===== src/rtl/ctrl_rw_sched.sv =====
// CAS command queue feeding a read/write data-phase scheduler.
// Each entry counts down its latency; the head launches a burst when due.
package ctrl_rw_sched_pkg;
  localparam logic [2:0] RD  = 3'd0;
  localparam logic [2:0] RDA = 3'd1;
  localparam logic [2:0] WR  = 3'd2;
  localparam logic [2:0] WRA = 3'd3;
  typedef enum logic [1:0] {S_IDLE, S_RD, S_WR} ph_e;
endpackage

module ctrl_rw_sched
  import ctrl_rw_sched_pkg::*;
#(
  parameter int DEPTH   = 8,
  parameter int LAT_W   = 6,
  parameter int BL8_CYC = 4,
  parameter int BC4_CYC = 2
) (
  input  logic                       CK_t,
  input  logic                       reset_n,
  input  logic                       cas_rdy,
  input  logic [2:0]                 cas_req,
  input  logic                       bc4,
  input  logic [LAT_W-1:0]           CL,
  input  logic [LAT_W-1:0]           CWL,
  input  logic [LAT_W-1:0]           AL,
  input  logic [LAT_W-1:0]           RD_PRE,
  input  logic [LAT_W-1:0]           WR_PRE,
  output logic                       rd_rdy,
  output logic                       wr_rdy,
  output logic                       rda_rdy,
  output logic                       wra_rdy,
  output logic                       rd_active,
  output logic                       wr_active,
  output logic                       rw_done,
  output logic                       data_idle,
  output logic [$clog2(DEPTH):0]     occupancy,
  output logic                       full,
  output logic                       overflow_err,
  output logic                       timing_err
);

  localparam int PW = $clog2(DEPTH);
  localparam int CW = PW + 1;
  localparam logic [LAT_W+1:0] MAXL = {2'b00, {LAT_W{1'b1}}};

  typedef struct packed {
    logic             wr;
    logic             ap;
    logic             bc4;
    logic [LAT_W-1:0] cnt;
  } ent_t;

  ent_t            r_q [DEPTH];
  logic [PW-1:0]   r_hd;
  logic [PW-1:0]   r_tl;
  logic [CW-1:0]   r_cnt;
  ph_e             r_state;
  ph_e             w_nxt;
  logic [7:0]      r_left;
  logic [7:0]      w_left_nxt;
  logic            r_rd_rdy;
  logic            r_wr_rdy;
  logic            r_rda_rdy;
  logic            r_wra_rdy;
  logic            r_ovf;
  logic            r_terr;

  logic            w_is_rd;
  logic            w_ap;
  logic            w_bad;
  logic [LAT_W+1:0] w_sum;
  logic [LAT_W-1:0] w_lat;
  ent_t            w_new;
  ent_t            w_hd;
  logic            w_empty;
  logic            w_full;
  logic            w_busy;
  logic            w_last;
  logic            w_due;
  logic            w_pop;
  logic            w_push;

  always_comb begin
    w_is_rd = (cas_req == RD) || (cas_req == RDA);
    w_ap    = (cas_req == RDA) || (cas_req == WRA);
    w_bad   = cas_req > WRA;
    w_sum   = w_is_rd ?
              ({2'b00, CL} + {2'b00, AL} + {2'b00, RD_PRE}) :
              ({2'b00, CWL} + {2'b00, AL} + {2'b00, WR_PRE});
    w_lat   = (w_sum > MAXL) ? {LAT_W{1'b1}} : w_sum[LAT_W-1:0];
    if (w_lat == '0) w_lat = LAT_W'(1);
    w_new.wr  = !w_is_rd;
    w_new.ap  = w_ap;
    w_new.bc4 = bc4;
    w_new.cnt = w_lat - LAT_W'(1);
  end

  assign w_hd    = r_q[r_hd];
  assign w_empty = (r_cnt == '0);
  assign w_full  = (r_cnt == CW'(DEPTH));
  assign w_busy  = (r_state != S_IDLE);
  assign w_last  = w_busy && (r_left == 8'd1);
  assign w_due   = !w_empty && (w_hd.cnt == '0);
  // A due head launches only from idle or from the final burst cycle
  assign w_pop   = w_due && (!w_busy || w_last);
  assign w_push  = cas_rdy && (!w_full || w_pop);

  always_comb begin
    w_nxt      = r_state;
    w_left_nxt = r_left;
    if (w_pop) begin
      w_nxt      = w_hd.wr ? S_WR : S_RD;
      w_left_nxt = w_hd.bc4 ? 8'(BC4_CYC) : 8'(BL8_CYC);
    end else if (w_busy) begin
      w_left_nxt = r_left - 8'd1;
      if (w_last) w_nxt = S_IDLE;
    end
  end

  always_ff @(posedge CK_t or negedge reset_n) begin
    if (!reset_n) begin
      r_state   <= S_IDLE;
      r_left    <= '0;
      r_rd_rdy  <= 1'b0;
      r_wr_rdy  <= 1'b0;
      r_rda_rdy <= 1'b0;
      r_wra_rdy <= 1'b0;
      r_ovf     <= 1'b0;
      r_terr    <= 1'b0;
    end else begin
      r_state   <= w_nxt;
      r_left    <= w_left_nxt;
      r_rd_rdy  <= w_pop && !w_hd.wr;
      r_wr_rdy  <= w_pop && w_hd.wr;
      r_rda_rdy <= w_pop && !w_hd.wr && w_hd.ap;
      r_wra_rdy <= w_pop && w_hd.wr && w_hd.ap;
      if (cas_rdy && w_full && !w_pop) r_ovf <= 1'b1;
      if ((w_due && !w_pop) || (cas_rdy && w_bad)) r_terr <= 1'b1;
    end
  end

  always_ff @(posedge CK_t or negedge reset_n) begin
    if (!reset_n) begin
      r_hd  <= '0;
      r_tl  <= '0;
      r_cnt <= '0;
      for (int i = 0; i < DEPTH; i++) r_q[i] <= '0;
    end else begin
      for (int i = 0; i < DEPTH; i++) begin
        if (r_q[i].cnt != '0) r_q[i].cnt <= r_q[i].cnt - LAT_W'(1);
      end
      if (w_push) begin
        r_q[r_tl] <= w_new;
        r_tl      <= r_tl + PW'(1);
      end
      if (w_pop) r_hd <= r_hd + PW'(1);
      if (w_push && !w_pop) r_cnt <= r_cnt + CW'(1);
      else if (w_pop && !w_push) r_cnt <= r_cnt - CW'(1);
    end
  end

  assign rd_rdy       = r_rd_rdy;
  assign wr_rdy       = r_wr_rdy;
  assign rda_rdy      = r_rda_rdy;
  assign wra_rdy      = r_wra_rdy;
  assign rd_active    = (r_state == S_RD);
  assign wr_active    = (r_state == S_WR);
  assign data_idle    = !w_busy;
  assign rw_done      = w_empty && !w_busy;
  assign occupancy    = r_cnt;
  assign full         = w_full;
  assign overflow_err = r_ovf;
  assign timing_err   = r_terr;

endmodule


===== config.mk =====
export PLATFORM = sky130hd
export DESIGN_NAME = ctrl_rw_sched
export DESIGN_NICKNAME = d
export VERILOG_FILES = /design/src/rtl/ctrl_rw_sched.sv
export SDC_FILE = /design/constraint.sdc
export NUM_CORES = 1
export LEC_CHECK = 0
export ABC_AREA = 1
export CORE_UTILIZATION = 35
export DETAILED_ROUTE_END_ITERATION = 8
export MAX_ROUTING_LAYER = met4
export PLACE_DENSITY = 0.54
export SYNTH_ARGS = -nofsm -noshare
export SYNTH_HDL_FRONTEND = slang
export SYNTH_SLANG_ARGS = --single-unit

===== constraint.sdc =====
create_clock -name CK_t -period 5.8 [get_ports CK_t]
set_input_delay 1.16 -clock CK_t [delete_from_list [all_inputs] [get_ports CK_t]]
set_output_delay 1.16 -clock CK_t [all_outputs]
set_load 0.1 [all_outputs]

---- Word level (Yosys, flattened, before mapping) ----
Index checks and enable logic that the tools add are counted.
storage, ports and cells
  register bits ........................... 98
  bits in latches ......................... 0
  bits in writable memories ............... 0
  ROM bits ................................ 0
  input port bits ......................... 37
  output and inout bits ................... 15
  logic and storage cells ................. 146
  memories ................................ 0
operators by class
  add/sub/neg operators ................... 18
  multiply operators ...................... 0
  divide/modulo/power cells ............... 0
  magnitude comparators ................... 5
  equality and inequality tests ........... 6
  shift operators ......................... 0
  mux-type cells .......................... 27
  bitwise operators ....................... 2
  reductions and logical operators ........ 45
operators with widths
  kind                                                  number
  bitwise mux 72 bit                                    1
  two-way mux 69 bit                                    1
  two-way mux 6 bit                                     10
  subtractor 6 x 1 -> 6 bit (second input constant)     9
  nonzero test 6 bit                                    8
  binary-select mux 9 bit (select 3 bit)                1
  demux 9 bit (select 3 bit)                            1
  two-way mux 9 bit                                     3
  two-way mux 8 bit                                     3
  adder 7 x 6 -> 8 bit                                  2
  logical AND 1 bit                                     16
  adder 6 x 6 -> 7 bit                                  2
  logical NOT 6 bit                                     2
  equality test 8 x 1 -> 1 bit (second input constant)  1
  >= comparator 4 bit (second input constant)           2
  > comparator 8 x 6 -> 1 bit (second input constant)   1
  two-way mux 2 bit                                     4
  two-way mux 4 bit                                     2
  NOT 3 -> 4 bit                                        2
  nonzero test 2 bit                                    4
  subtractor 8 x 1 -> 8 bit (second input constant)     1
  logical NOT 1 bit                                     7
  adder 3 x 1 -> 3 bit (second input constant)          2
  logical OR 1 bit                                      5
  other kinds (13)                                      13

---- Logic depth before layout (Yosys ltp) ----
  depth in word-level cells ............... 13
  gate-level depth with buffers ........... 22

---- Worst setup path before layout ----
OpenSTA, ideal clock, no wires.
  path kind ............................... register to register
  from .................................... register r_cnt[3] (netlist: occupancy[3])
  to ...................................... register r_cnt[3] (netlist: occupancy[3])
  setup time .............................. 0.162 ns
  arrival time ............................ 6.057 ns
  data required time ...................... 5.638 ns
  setup slack ............................. -0.419 ns
  stages on the path, launching flop included .. 15
  buffers on the path ..................... 0
  cell sequence ........................... dfrtp_1 -> inv_1 -> nor4_1 -> nand2_4 -> nand2_4 -> inv_1 -> ha_1 -> inv_1 -> ha_1 -> a21o_1 -> a21oi_1 -> nand2_1 -> nand2_1 -> nor2_1 -> xor2_1
between the ends
  elaborated cells between the ends (all ways) .. 17
RTL lines
  what                          line  source
  start, declared               57    logic [CW-1:0] r_cnt;
  start signal, assigned        158   if (w_push && !w_pop) r_cnt <= r_cnt + CW'(1);
  start signal, assigned        159   else if (w_pop && !w_push) r_cnt <= r_cnt - CW'(1);
  equality test 4 bit *         101   assign w_full = (r_cnt == CW'(DEPTH));
  via full                      38    output logic full,
  logical NOT 1 bit *           107   assign w_push = cas_rdy && (!w_full || w_pop);
  logical OR 1 bit *            107
  logical AND 1 bit *           107
  via w_push                    82    logic w_push;
  logical NOT 1 bit             159
  logical AND 1 bit             159
  nonzero test 2 bit (no line)  n/a
The timed path passes the listed nets; every way through them passes the cells marked *. The select of a mux whose other input is x is not followed.
A chain may end at the register's enable or synchronous reset.

---- Final worst setup path ----
  from .................................... input port AL[1]
  to ...................................... register r_q[4] (netlist name)
between the ends
  word-level cells in the longest chain between the ends .. 10
  elaborated cells between the ends (all ways) .. 12
ends and longest elaborated chain
  what                                     line    source
  start, declared                          26      input logic [LAT_W-1:0] AL,
  adder 6 x 6 -> 7 bit (on tied branches)  90, 89
  adder 7 x 6 -> 8 bit (on tied branches)  90, 89
  two-way mux 8 bit *                      88      w_sum = w_is_rd ?
  > comparator 8 x 6 -> 1 bit              91      w_lat = (w_sum > MAXL) ? {LAT_W{1'b1}} : w_sum[LAT_W-1:0];
  two-way mux 6 bit *                      91
  logical NOT 6 bit                        92      if (w_lat == '0) w_lat = LAT_W'(1);
  two-way mux 6 bit *                      92
  subtractor 6 x 1 -> 6 bit *              96      w_new.cnt = w_lat - LAT_W'(1);
  bitwise mux 72 bit *                     154     r_q[r_tl] <= w_new;
  two-way mux 69 bit *                     153     if (w_push) begin
  end signal, assigned by index            154
  end, declared                            54      ent_t r_q [DEPTH];
Mark *: on every way between the ends. The rest lies on a longest branch, timed or not.

==> qor_table.md <==
| Metric | Value |
|---|---|
| Total iterations of the first detailed-routing run | 5 |
| Cell at the root of the clock tree | sky130_fd_sc_hd__clkbuf_16 |
| Endpoints failing hold | 0 |
| Remaining global-route overflow | 0 |
| Number of distinct library cells after synthesis | 43 |
| TNS Setup | 0 ns |
| Via density per instance | 4.87 |
| Number of violations reported at the end of detailed-routing iteration 0 | 326 |
| Starting density of the core | 0.356 |
| Arrival time reported for the critical path endpoint | 4.94 ns |
| Achievable clock frequency | 213 MHz |
| Non-Filler Cell Area, Final | 0.00767 mm2 |
| Endpoint kind of the worst setup timing path | register |
| Core occupancy in the finished layout | 0.410 |
| HPWL after detailed placement | 12,600 um |
| Startpoint Class | primary input |
| Antenna cells | 0 |
| Fin Clk Skew | 0.00880 ns |
| IO Count | 52 |
| Unrepaired setup endpoints after global routing | false |
| Sequential cell area fraction in the yosys report | 0.368 |
| Pwr Density | 533 mW/mm2 |
| Relative slew margins | 0.345 |
| Max-slew violation total from the final report | 0 |
| Final nets | 1,016 |
| Status | finished, final reports clean |
| DIE AREA | 0.0196 mm2 |
| Slew at the pin closest to its max-slew limit | 0.979 ns |
| Die Wd | 140 um |
| RD Place Congestion | 0.813 |
| Ratio of final minimum period to clock period | 0.809 |
| Initial antenna violation count | 0 |
| Via count of the first global-routing pass | 5,430 |
| Most used cell along the critical path | sky130_fd_sc_hd__nand2_1 |
| Mapped Nets | 971 |
| Top-area cell type share of the netlist area | 0.368 |
| Remaining number of nets flagged by the antenna check after routing | 0 |
| Global router's overall resource usage | 0.190 |
| Maximum number of pins on one net before global-route repair | 73 |
| Data required time at the worst endpoint | 6.05 ns |
| Max cap viols | 0 |
| Number of failing setup endpoints in the final timing report | 0 |
| Post-CTS setup buffer count | 0 |
| Number of sinks driven by the clock tree | 98 |
| Post-synthesis register bit count | 98 |
| P&R area growth vs syn | 15.2% |
| Syn Area/Cell | 7.52 um2 |
| Post-layout min period | 4.69 ns |
| Die height | 140 um |
| Worst VDD drop | 0.391 mV |
| Count of yosys warnings during synthesis | 0 |
| Port Buffers | 51 |
| Async S/R FF share, synth | 1.00 |
| Routed length per placed instance | 14.4 um |
| Number of buffers created by CTS | 9 |
| Leading cell types by total area after synthesis | sky130_fd_sc_hd__dfrtp_1 37%, sky130_fd_sc_hd__nand2_1 13%, sky130_fd_sc_hd__ha_1 6.4% |
| Pre-CTS WS | 0.720 ns |
| Highest-delay cell along the critical path | sky130_fd_sc_hd__clkdlybuf4s50_1 |
| Min-Delay Path Class | reg2reg |
| Class of the most critical setup path | in2reg |
| Core area | 0.0187 mm2 |
| Number of enable-type register cells in the synthesized netlist | 0 |
| Gates resized, CTS repair | 0 |
| Most frequent standard cell in the layout excluding fill and tap cells | sky130_fd_sc_hd__nand2_1 |
| Worst stage delay on the critical path | 0.53 ns |
| Total number of H-tree levels | 3 |
| Commonest cells after routing, fill and taps aside | 230 x sky130_fd_sc_hd__nand2_1, 110 x sky130_fd_sc_hd__inv_1, 98 x sky130_fd_sc_hd__dfrtp_1 |
| CTS clock-pin slew for the worst setup and hold paths | 0.07 ns |
| Synthesized cell area | 0.00666 mm2 |
| List of cells traversed by the critical path | clkdlybuf4s50_1, fa_1, ha_1, fa_1, nand3_1, nand2_1, nand2_1, nand2_1, nand2_1, nand2_1, nor2_1, nand2_1, nor2_1, nand2_1, inv_2, ha_1, nand3_1, nand2_1, nand2_1, o21a_1 |
| # hold bufs at CTS | 0 |
| Maximum fanout along the worst path | 8 |
| Pleak | 0.00376 uW |
| Vias post-DR | 5,689 |
| First-pass GRT wire length | 28,100 um |
| Max Buffers Root-to-Sink | 2 |
| Leading register cell type out of synthesis | sky130_fd_sc_hd__dfrtp_1 |
| Final setup margin | 1.11 ns |
| Clock network latency to the later pin of the worst-skew pair | 0.36 ns |
| Fraction of layout cells with a size suffix above 1 | 0.0588 |
| Post-detailed-route DRC marker count | 0 |
| Placed cell area | 0.00736 mm2 |
| Number of instances in the synthesized netlist | 885 |
| Number of placement rows | 50 |
| Cell type contributing the most total cell area after synthesis | sky130_fd_sc_hd__dfrtp_1 |
| Count of fill cells added during filler insertion | 1,898 |
| Clock tree from TritonCTS | built |
| Total wire length | 16,900 um |
[layer usage]
metal | global-route usage | vias up | wire length [um]
li1 | - | 2947 | -
met1 | 0.263 | 2609 | 8500
met2 | 0.286 | 115 | 7450
met3 | 0.0274 | 18 | 668
met4 | 0.0567 | 0 | 260
met5 | - | - | 0
[worst max-delay path: cells and delay by family]
kind                       cells  cell delay, ns
AOI/OAI and AO/OA              1            0.24
buffers and inverters          2            0.68
adders and majority gates      4            1.30
and+or+nand+nor               13            1.58
[sequential cells by signal (all words and copies together), names as in the netlist]
| register | flops |
|---|---|
| r_q | 72 |
| wra_rdy | 1 |
| r_tl | 3 |
| overflow_err | 1 |
| timing_err | 1 |
| occupancy | 4 |
| rd_rdy | 1 |
| rda_rdy | 1 |
| r_state | 2 |
| wr_rdy | 1 |
| r_hd | 3 |
| r_left | 8 |
[cell type report]
cell class / count / area, um2 / area share
clock inverter: 6 / 73.8 / 0.00962
inverter: 120 / 450 / 0.0587
sequential: 98 / 2450 / 0.320
timing repair buffer: 53 / 523 / 0.0682
tap: 234 / 293 / 0.0382
multi-input combinational: 648 / 3640 / 0.474
clock buffer: 10 / 239 / 0.0312
[synthesized netlist by cell type (all sizes together), types with 12 or more instances]
cell type / n
a21oi: 46
buf: 18
dfrtp: 98
fa: 15
ha: 34
inv: 120
nand2: 232
nand3: 57
nand4: 12
nor2: 88
o21ai: 83
xor2: 16
[report_power, final]
group | switching, uW | total [uW] | internal, uW
logic | 1350 | 2110 | 765
registers | 317 | 1330 | 1020
clock network | 288 | 640 | 352
total | 1950 | 4090 | 2130
[cells by family (layout without fill, tap and decap cells)]
family                     after synthesis  count (layout)  synth area share
and+or+nand+nor                        412             412             0.268
adders and majority gates               49              49             0.109
xor gates and xnor gates                23              23            0.0303
buffers and inverters                  139             189            0.0862
DFF                                     98              98             0.368
muxes                                    1               1           0.00150
AOI/OAI and AO/OA                      163             163             0.137
[final timing paths]
check | to | from | depth (start not counted) | slack (ns)
min in group asynchronous | r_q[64] | reset_n | 1 | 0.93
min reg2reg | overflow_err | overflow_err | 1 | 0.47
min | overflow_err | overflow_err | 1 | 0.47
max reg2reg | occupancy[3] | r_hd[0] | 19 | 1.30
max | r_q[4] | AL[1] | 20 | 1.11
max in group asynchronous | r_q[58] | reset_n | 2 | 3.91
[through the flow]
step	hold WS (ns)	instances	power, uW
6_report	0.468	1169	4090
5_1_grt	0.481	1169	4470
4_1_cts	0.473	1169	4120
3_5_place_dp	0.455	1153	3460
3_3_place_gp	0.451	1153	3440
2_1_floorplan	0.442	885	2950
Note: power is estimated with default switching activity, not from simulation.
